===== config.mk =====
export PLATFORM = sky130hd
export DESIGN_NAME = pwm_ramp_sequencer
export DESIGN_NICKNAME = d
export VERILOG_FILES = /design/src/rtl/pwm_ramp_sequencer.sv
export SDC_FILE = /design/constraint.sdc
export NUM_CORES = 1
export LEC_CHECK = 0
export CAP_MARGIN = 20
export CORE_MARGIN = 2
export CORE_UTILIZATION = 50
export CTS_CLUSTER_DIAMETER = 200
export CTS_CLUSTER_SIZE = 8
export DETAILED_ROUTE_END_ITERATION = 12
export GPL_ROUTABILITY_DRIVEN = 0
export PLACE_DENSITY = 0.68
export SLEW_MARGIN = 15
export SYNTH_ARGS = -nofsm -noshare
export SYNTH_HDL_FRONTEND = slang
export SYNTH_HIERARCHICAL = 1
export SYNTH_SLANG_ARGS = --single-unit

===== constraint.sdc =====
create_clock -name sys_clk -period 3.7 [get_ports sys_clk]
set_clock_uncertainty 0.05 [all_clocks]
set_input_delay 0.37 -clock sys_clk [delete_from_list [all_inputs] [get_ports sys_clk]]
set_output_delay 0.37 -clock sys_clk [all_outputs]
set_load 0.02 [all_outputs]

===== src/rtl/pwm_ramp_sequencer.sv =====
// Sweeps a bank of PWM driver channels, ramping each channel's duty toward its host target and
// issuing serialised {duty, period} loads. Define PWM_RAMP_SEQ_IRQ_EN to add the sweep_irq output.

module pwm_ramp_lane #(
    parameter int STEP = 8
) (
    input  logic        sys_clk,
    input  logic        reset,
    input  logic        wr,
    input  logic [15:0] wr_data,
    input  logic        svc,
    output logic        settled,
    output logic [7:0]  next_duty,
    output logic [7:0]  next_period
);
    logic [7:0] tgt_duty, tgt_period, cur_duty, cur_period;
    logic [8:0] up, dn;

    // 9-bit sums so the ramp can never wrap past 0 or 255
    always_comb begin
        up = {1'b0, cur_duty} + 9'(STEP);
        dn = {1'b0, cur_duty} - 9'(STEP);
        if (tgt_duty > cur_duty)
            next_duty = (up > {1'b0, tgt_duty}) ? tgt_duty : up[7:0];
        else
            next_duty = (dn[8] || dn < {1'b0, tgt_duty}) ? tgt_duty : dn[7:0];
    end

    assign next_period = tgt_period;
    assign settled     = (cur_duty == tgt_duty) && (cur_period == tgt_period);

    always_ff @(posedge sys_clk or posedge reset) begin
        if (reset) begin
            tgt_duty   <= '0;
            tgt_period <= '0;
            cur_duty   <= '0;
            cur_period <= '0;
        end else begin
            if (wr) begin
                tgt_duty   <= wr_data[15:8];
                tgt_period <= wr_data[7:0];
            end
            if (svc) begin
                cur_duty   <= next_duty;
                cur_period <= next_period;
            end
        end
    end
endmodule

module pwm_ramp_sequencer #(
    parameter int NUM_CH   = 4,
    parameter int CH_W     = 2,
    parameter int STEP     = 8,
    parameter int TICK_DIV = 1000
) (
    input  logic              sys_clk,
    input  logic              reset,
    input  logic              wr_en,
    input  logic [CH_W-1:0]   wr_chan,
    input  logic [15:0]       wr_data,
    output logic              wr_ready,
    output logic [15:0]       pwm_data,
    output logic [NUM_CH-1:0] pwm_load,
    output logic              busy,
    output logic [NUM_CH-1:0] settled
`ifdef PWM_RAMP_SEQ_IRQ_EN
    ,
    output logic              sweep_irq
`endif
);
    localparam int CNT_W = (TICK_DIV > 1) ? $clog2(TICK_DIV) : 1;

    typedef enum logic [1:0] {IDLE, SCAN, LOAD, HOLD} state_t;

    state_t                   state, state_nxt;
    logic [CH_W-1:0]          ch, ch_nxt;
    logic [CNT_W-1:0]         cnt;
    logic                     tick, pending, ready_q, start, enter_load, last, cur_settled;
    logic                     wr_acc;
    logic [NUM_CH-1:0]        sel, lane_wr, svc;
    logic [NUM_CH-1:0][7:0]   nd, np;
    logic [7:0]               sel_nd, sel_np;

    assign tick   = (cnt == CNT_W'(TICK_DIV - 1));
    assign busy   = (state != IDLE);
    assign last   = (ch == CH_W'(NUM_CH - 1));
    // The channel being loaded/held cannot take a new target until its load strobe has finished
    assign wr_ready = ready_q && !(((state == LOAD) || (state == HOLD)) && (wr_chan == ch));
    assign wr_acc   = wr_en && wr_ready;

    genvar i;
    generate
        for (i = 0; i < NUM_CH; i++) begin : g_lane
            assign sel[i]     = (ch == CH_W'(i));
            assign lane_wr[i] = wr_acc && (wr_chan == CH_W'(i));
            pwm_ramp_lane #(.STEP(STEP)) u_lane (
                .sys_clk     (sys_clk),
                .reset       (reset),
                .wr          (lane_wr[i]),
                .wr_data     (wr_data),
                .svc         (svc[i]),
                .settled     (settled[i]),
                .next_duty   (nd[i]),
                .next_period (np[i])
            );
        end
    endgenerate

    always_comb begin
        sel_nd = '0;
        sel_np = '0;
        for (int k = 0; k < NUM_CH; k++) begin
            if (sel[k]) begin
                sel_nd = nd[k];
                sel_np = np[k];
            end
        end
    end

    assign cur_settled = |(settled & sel);
    assign svc         = sel & {NUM_CH{enter_load}};

    always_comb begin
        state_nxt  = state;
        ch_nxt     = ch;
        start      = 1'b0;
        enter_load = 1'b0;
        case (state)
            IDLE: if (tick || pending) begin
                state_nxt = SCAN;
                ch_nxt    = '0;
                start     = 1'b1;
            end
            SCAN: begin
                if (!cur_settled) begin
                    enter_load = 1'b1;
                    state_nxt  = LOAD;
                end else if (last) begin
                    state_nxt = IDLE;
                end else begin
                    ch_nxt = ch + 1'b1;
                end
            end
            LOAD: state_nxt = HOLD;
            HOLD: begin
                if (last) begin
                    state_nxt = IDLE;
                end else begin
                    state_nxt = SCAN;
                    ch_nxt    = ch + 1'b1;
                end
            end
            default: state_nxt = IDLE;
        endcase
    end

    always_ff @(posedge sys_clk or posedge reset) begin
        if (reset) begin
            state    <= IDLE;
            ch       <= '0;
            cnt      <= '0;
            pending  <= 1'b0;
            ready_q  <= 1'b0;
            pwm_data <= '0;
            pwm_load <= '0;
        end else begin
            state   <= state_nxt;
            ch      <= ch_nxt;
            cnt     <= tick ? '0 : cnt + 1'b1;
            ready_q <= 1'b1;
            if (start)
                pending <= 1'b0;
            else if (tick && busy)
                pending <= 1'b1;
            // Data and strobe launch together so the driver sees stable data for the whole strobe
            if (enter_load)
                pwm_data <= {sel_nd, sel_np};
            pwm_load <= enter_load ? sel : '0;
        end
    end

`ifdef PWM_RAMP_SEQ_IRQ_EN
    logic did_load;
    logic to_idle;

    assign to_idle = (state != IDLE) && (state_nxt == IDLE);

    always_ff @(posedge sys_clk or posedge reset) begin
        if (reset) begin
            did_load  <= 1'b0;
            sweep_irq <= 1'b0;
        end else begin
            if (start)
                did_load <= 1'b0;
            else if (enter_load)
                did_load <= 1'b1;
            sweep_irq <= to_idle && did_load && (&settled);
        end
    end
`endif
endmodule

==> metrics.md <==
| Metric | Value |
|---|---|
| Total routed wire length on the met1 layer | `12000 um` |
| Synth top area share | `0.391` |
| Detailed placement HPWL | `19800 um` |
| Headroom to the max-slew limit | `0.424` |
| Wire length of the first global-routing pass | `~42000 um` |
| Final wirelength | `around 26000 um` |
| CP Class | `flop to primary output` |
| Unrepaired setup endpoints after global routing | `no` |
| Final cell utilization of the core | `0.571` |
| Critical Path Max Stage Delay | `approximately 0.74 ns` |
| Combined global-route utilization of all metal layers | `0.248` |
| Count of synthesis-stage warnings from yosys | `6` |
| Category of the worst setup path launch point | `flop` |
| Cell taking the most area after synthesis | `sky130_fd_sc_hd__dfrtp_1` |
| FF+latch area | `about 4000 um2` |
| Crit path DAT | `approximately 3.1 ns` |
| Number of filler cells placed in the layout | `around 1800` |
| Final routed DRC violation total | `0` |
| Biggest fanout along the worst timing path | `5` |
| Root Buffer | `sky130_fd_sc_hd__clkbuf_16` |
| Area of all placed cells without fillers | `approximately 12000 um2` |
| Total number of vias | `~8000` |
| Number of antenna violations at the first check in global routing | `0` |
| Peak ir drop on the vdd network | `around 0.40 mV` |
| Number of global-route vias before repair | `7780` |
| Final-report setup violation count | `0` |
| Number of buffers and inverters on the critical path | `2` |
| Hold Path Class | `primary input to asynchronous set/reset pin` |
| Cell type group with the largest total delay on the critical path | `simple AND/OR/NAND/NOR gates` |
| Number of distinct library cell variants in the gate-level netlist after synthesis | `71` |
| Number of synthesized flops with an enable pin | `0` |
| Netlist area before placement | `roughly 11000 um2` |
| Max capacitance violation total | `0` |
| Async S/R FF share, synth | `1.00` |
| Leakage | `5.45 nW` |
| Post-detailed-route wirelength per cell | `18.7 um` |
| Clk pin slew, worst setup/hold paths | `around 0.070 ns` |
| Placed Instance Area | `11300 um2` |
| CP cell instances | `inv_1 -> ha_1 -> nor2b_1 -> and3_1 -> nand3_1 -> nor3_1 -> clkdlybuf4s50_1` |
| Peak Freq | `roughly 280 MHz` |
| Startpoint of the most critical register-to-register path | `g_lane[1].u_lane/cur_duty[3]` |
| Final critical delay including setup and external delays | `about 3.5 ns` |
| Share of post-route cells with drive strength above 1 | `0.154` |
| Number of standard cells in the final layout excluding fillers | `1398` |
| Cells taking the most area after synthesis | `sky130_fd_sc_hd__dfrtp_1 39%, sky130_fd_sc_hd__ha_1 11%, sky130_fd_sc_hd__mux2_2 7.6%, sky130_fd_sc_hd__xnor2_1 4.3%, sky130_fd_sc_hd__inv_1 3.6%` |
| Post-detailed-route count of antenna-violating nets | `0` |
| Maximum number of pins on one net before global-route repair | `37` |
| Signed area change from the synthesized netlist to the final layout | `13.2%` |
| Area enclosed by the die boundary | `22200 um2` |
| Die Wd | `around 150 um` |
| Mean area per synthesized cell | `9.83 um2` |
| Power Total | `~5.4 mW` |
| Core area | `between 20000 and 25000 um2` |
| Worst reg2reg path depth | `14` |
| End of the worst register-to-register path | `pwm_data[13]` |
| Number of pins exceeding their max-slew limit in the final report | `0` |
| Starting density of the core | `0.504` |
| Clock insertion delay at the later pin of the skew report | `approximately 0.44 ns` |
| Worst Slack Setup Final | `between 0.15 and 0.2 ns` |
| Number of I/O pins | `47` |
| Period utilisation layout | `0.955` |
| Clock tree from TritonCTS | `done` |
| Sum of met3 wire segment lengths after detailed routing | `1180 um` |
| Worst endpoint required time | `between 3 and 4 ns` |
| Power per Cell Area | `between 400 and 500 nW/um2` |
| Setup slack on the worst flop-to-flop path | `0.18 ns` |
| Worst slack after detailed placement | `between 0.2 and 0.25 ns` |
| Result of the run | `complete, no violations` |
| Max layer used | `met4` |
| Number of vias per cell after detailed routing | `between 5 and 6` |
| Synthesized net count | `approximately 1200` |
| Number of hold violations in the final report | `0` |
| Synth Instances | `1069` |
| 1st-iter DRT viols | `~610` |
| Detail Route met2 WL | `around 12000 um` |
| Number of antenna diodes | `0` |
| Number of buffers added by the clock tree synthesis step | `17` |
| Number of clock sinks | `between 150 and 200` |
| Dominant synthesized flop cell | `sky130_fd_sc_hd__dfrtp_1` |
| Number of placement rows | `between 50 and 60` |
| Proportion of synthesized chip area in sequential cells | `0.391` |
| Cell Count Post-Placement | `~1400` |
| Number of detailed-routing iterations run before antenna repair | `5` |
| Maximum number of buffers from clock root to sink | `2` |
| Worst-case hold slack | `around 0.21 ns` |
| Remaining Overflow, GRT | `0` |
| Number of nets in the finished design | `approximately 1200` |
| Crit path max-delay cell type | `sky130_fd_sc_hd__clkdlybuf4s50_1` |
| Maximum level of the CTS H-tree | `4` |
| Worst setup EP type | `primary output` |
| Actual transition at the worst max-transition pin | `roughly 0.86 ns` |
| Floorplan die height | `~150 um` |
| Total Negative Setup Slacks | `0 ns` |
| Area of combinational cells with multiple inputs | `around 5800 um2` |
| Total of flip-flops plus latches after synthesis | `between 150 and 200` |
| I/O Buffers | `between 40 and 50` |
## area by class of cell
type | count | area share
Sequential cell | 164 | 0.345
Tap cell | 275 | 0.0289
Timing Repair Buffer | 73 | 0.0558
Clock buffer | 17 | 0.0358
Multi-Input combinational cell | 754 | 0.487
Clock inverter | 15 | 0.0153
Inverter | 100 | 0.0316
## cells by family (layout without fill, tap and decap cells)
group | after synthesis | after routing | synth area share
adders and majority gates | 93 | 93 | 0.111
AOI/OAI and AO/OA | 241 | 241 | 0.160
muxes | 91 | 91 | 0.0955
other | 1 | 1 | 0.000357
DFF | 164 | 164 | 0.391
xor gates and xnor gates | 64 | 64 | 0.0534
and+or+nand+nor | 264 | 264 | 0.129
buffers and inverters | 151 | 205 | 0.0603
## Yosys cell counts, types with 4 or more instances
master                        n
sky130_fd_sc_hd__xnor2_1     51
sky130_fd_sc_hd__nor2b_1     14
sky130_fd_sc_hd__a221oi_1    16
sky130_fd_sc_hd__buf_6        6
sky130_fd_sc_hd__and3_1      10
sky130_fd_sc_hd__a21oi_1     61
sky130_fd_sc_hd__mux2_2      71
sky130_fd_sc_hd__nand2_1     83
sky130_fd_sc_hd__and2_1       8
sky130_fd_sc_hd__and4_1       5
sky130_fd_sc_hd__a211o_1     16
sky130_fd_sc_hd__a21o_1      13
sky130_fd_sc_hd__a221oi_2     8
sky130_fd_sc_hd__inv_1      100
sky130_fd_sc_hd__nand3_1     32
sky130_fd_sc_hd__ha_1        93
sky130_fd_sc_hd__a22o_1       5
sky130_fd_sc_hd__nand4_1     10
sky130_fd_sc_hd__nor2_1      49
sky130_fd_sc_hd__mux2i_1     17
sky130_fd_sc_hd__a31oi_1      9
sky130_fd_sc_hd__buf_1        4
sky130_fd_sc_hd__o21ai_0     67
sky130_fd_sc_hd__o2111ai_1    4
sky130_fd_sc_hd__nor3_1      25
sky130_fd_sc_hd__nand3b_1     6
sky130_fd_sc_hd__nor3b_1      4
sky130_fd_sc_hd__xor2_1      13
sky130_fd_sc_hd__clkbuf_1    28
sky130_fd_sc_hd__buf_2       10
sky130_fd_sc_hd__dfrtp_1    164
## report_power, final
| part | internal, mW | switching [mW] |
|---|---|---|
| combinational | 0.623 | 0.859 |
| clock | 0.919 | 0.879 |
| sequential | 1.94 | 0.167 |
| total | 3.48 | 1.91 |
## metal layers
layer	vias up	GRT usage
met4	0	0.0914
li1	3860	-
met2	216	0.397
met5	-	0
met3	43	0.0413
met1	3955	0.339
## sequential cells by signal (all words and copies together) (netlist names), named ones only
name                       flops
ch                             2
cnt                           10
g_lane.u_lane/cur_duty        32
g_lane.u_lane/cur_period      32
g_lane.u_lane/next_period     32
g_lane.u_lane/tgt_duty        32
pending                        1
pwm_data                      16
pwm_load                       4
ready_q                        1
state                          1
## worst max path at each step
stage | startpoint | end | slack (ns) | cells after the start
after floorplan | g_lane[1].u_lane/cur_duty[3] | g_lane[3].u_lane/cur_duty[4] | 0.24 | 13
after global placement | g_lane[1].u_lane/cur_duty[3] | pwm_data[11] | 0.27 | 13
after detailed placement | g_lane[1].u_lane/cur_duty[3] | pwm_data[11] | 0.23 | 14
after CTS | g_lane[1].u_lane/cur_duty[3] | pwm_data[11] | 0.22 | 14
after global routing | g_lane[1].u_lane/cur_duty[3] | g_lane[3].u_lane/cur_period[7] | 0.02 | 11
final | g_lane[1].u_lane/cur_duty[3] | settled[1] | 0.17 | 7
## worst register-to-register path, cell delays in order (launching register included)
cell	delay, ns
sky130_fd_sc_hd__dfrtp_1	0.39
sky130_fd_sc_hd__inv_1	0.14
sky130_fd_sc_hd__nor3_2	0.30
sky130_fd_sc_hd__xnor2_1	0.15
sky130_fd_sc_hd__ha_1	0.33
sky130_fd_sc_hd__and4_1	0.23
sky130_fd_sc_hd__a31oi_1	0.12
sky130_fd_sc_hd__a311oi_1	0.25
sky130_fd_sc_hd__and4_1	0.32
sky130_fd_sc_hd__a21oi_4	0.08
sky130_fd_sc_hd__a22o_1	0.27
sky130_fd_sc_hd__a21o_1	0.19
sky130_fd_sc_hd__a221oi_1	0.34
sky130_fd_sc_hd__a211o_1	0.20
sky130_fd_sc_hd__a21oi_1	0.07
## timing repair
item / in CTS / in global routing
hold buffers: 0 / 0
setup endpoints to repair: 0 / 1
buffers inserted: 0 / 0
resized for setup: 0 / 2
## cells in the final DEF (no fill, tap or decap), drive strengths merged, types with 6 or more instances in the layout
cell type,instances
dfrtp,164
inv,109
ha,93
nand2,84
mux2,74
o21ai,68
a21oi,64
xnor2,51
nor2,49
clkdlybuf4s50,46
nand3,34
buf,27
nor3,27
a221oi,24
clkbuf,17
mux2i,17
nor2b,17
a211o,16
xor2,13
a21o,13
and3,12
nand4,11
a31oi,10
and2,8
and4,7
nand3b,6
clkinv,6
o211ai,6
Power figures use the tool's default switching activity.
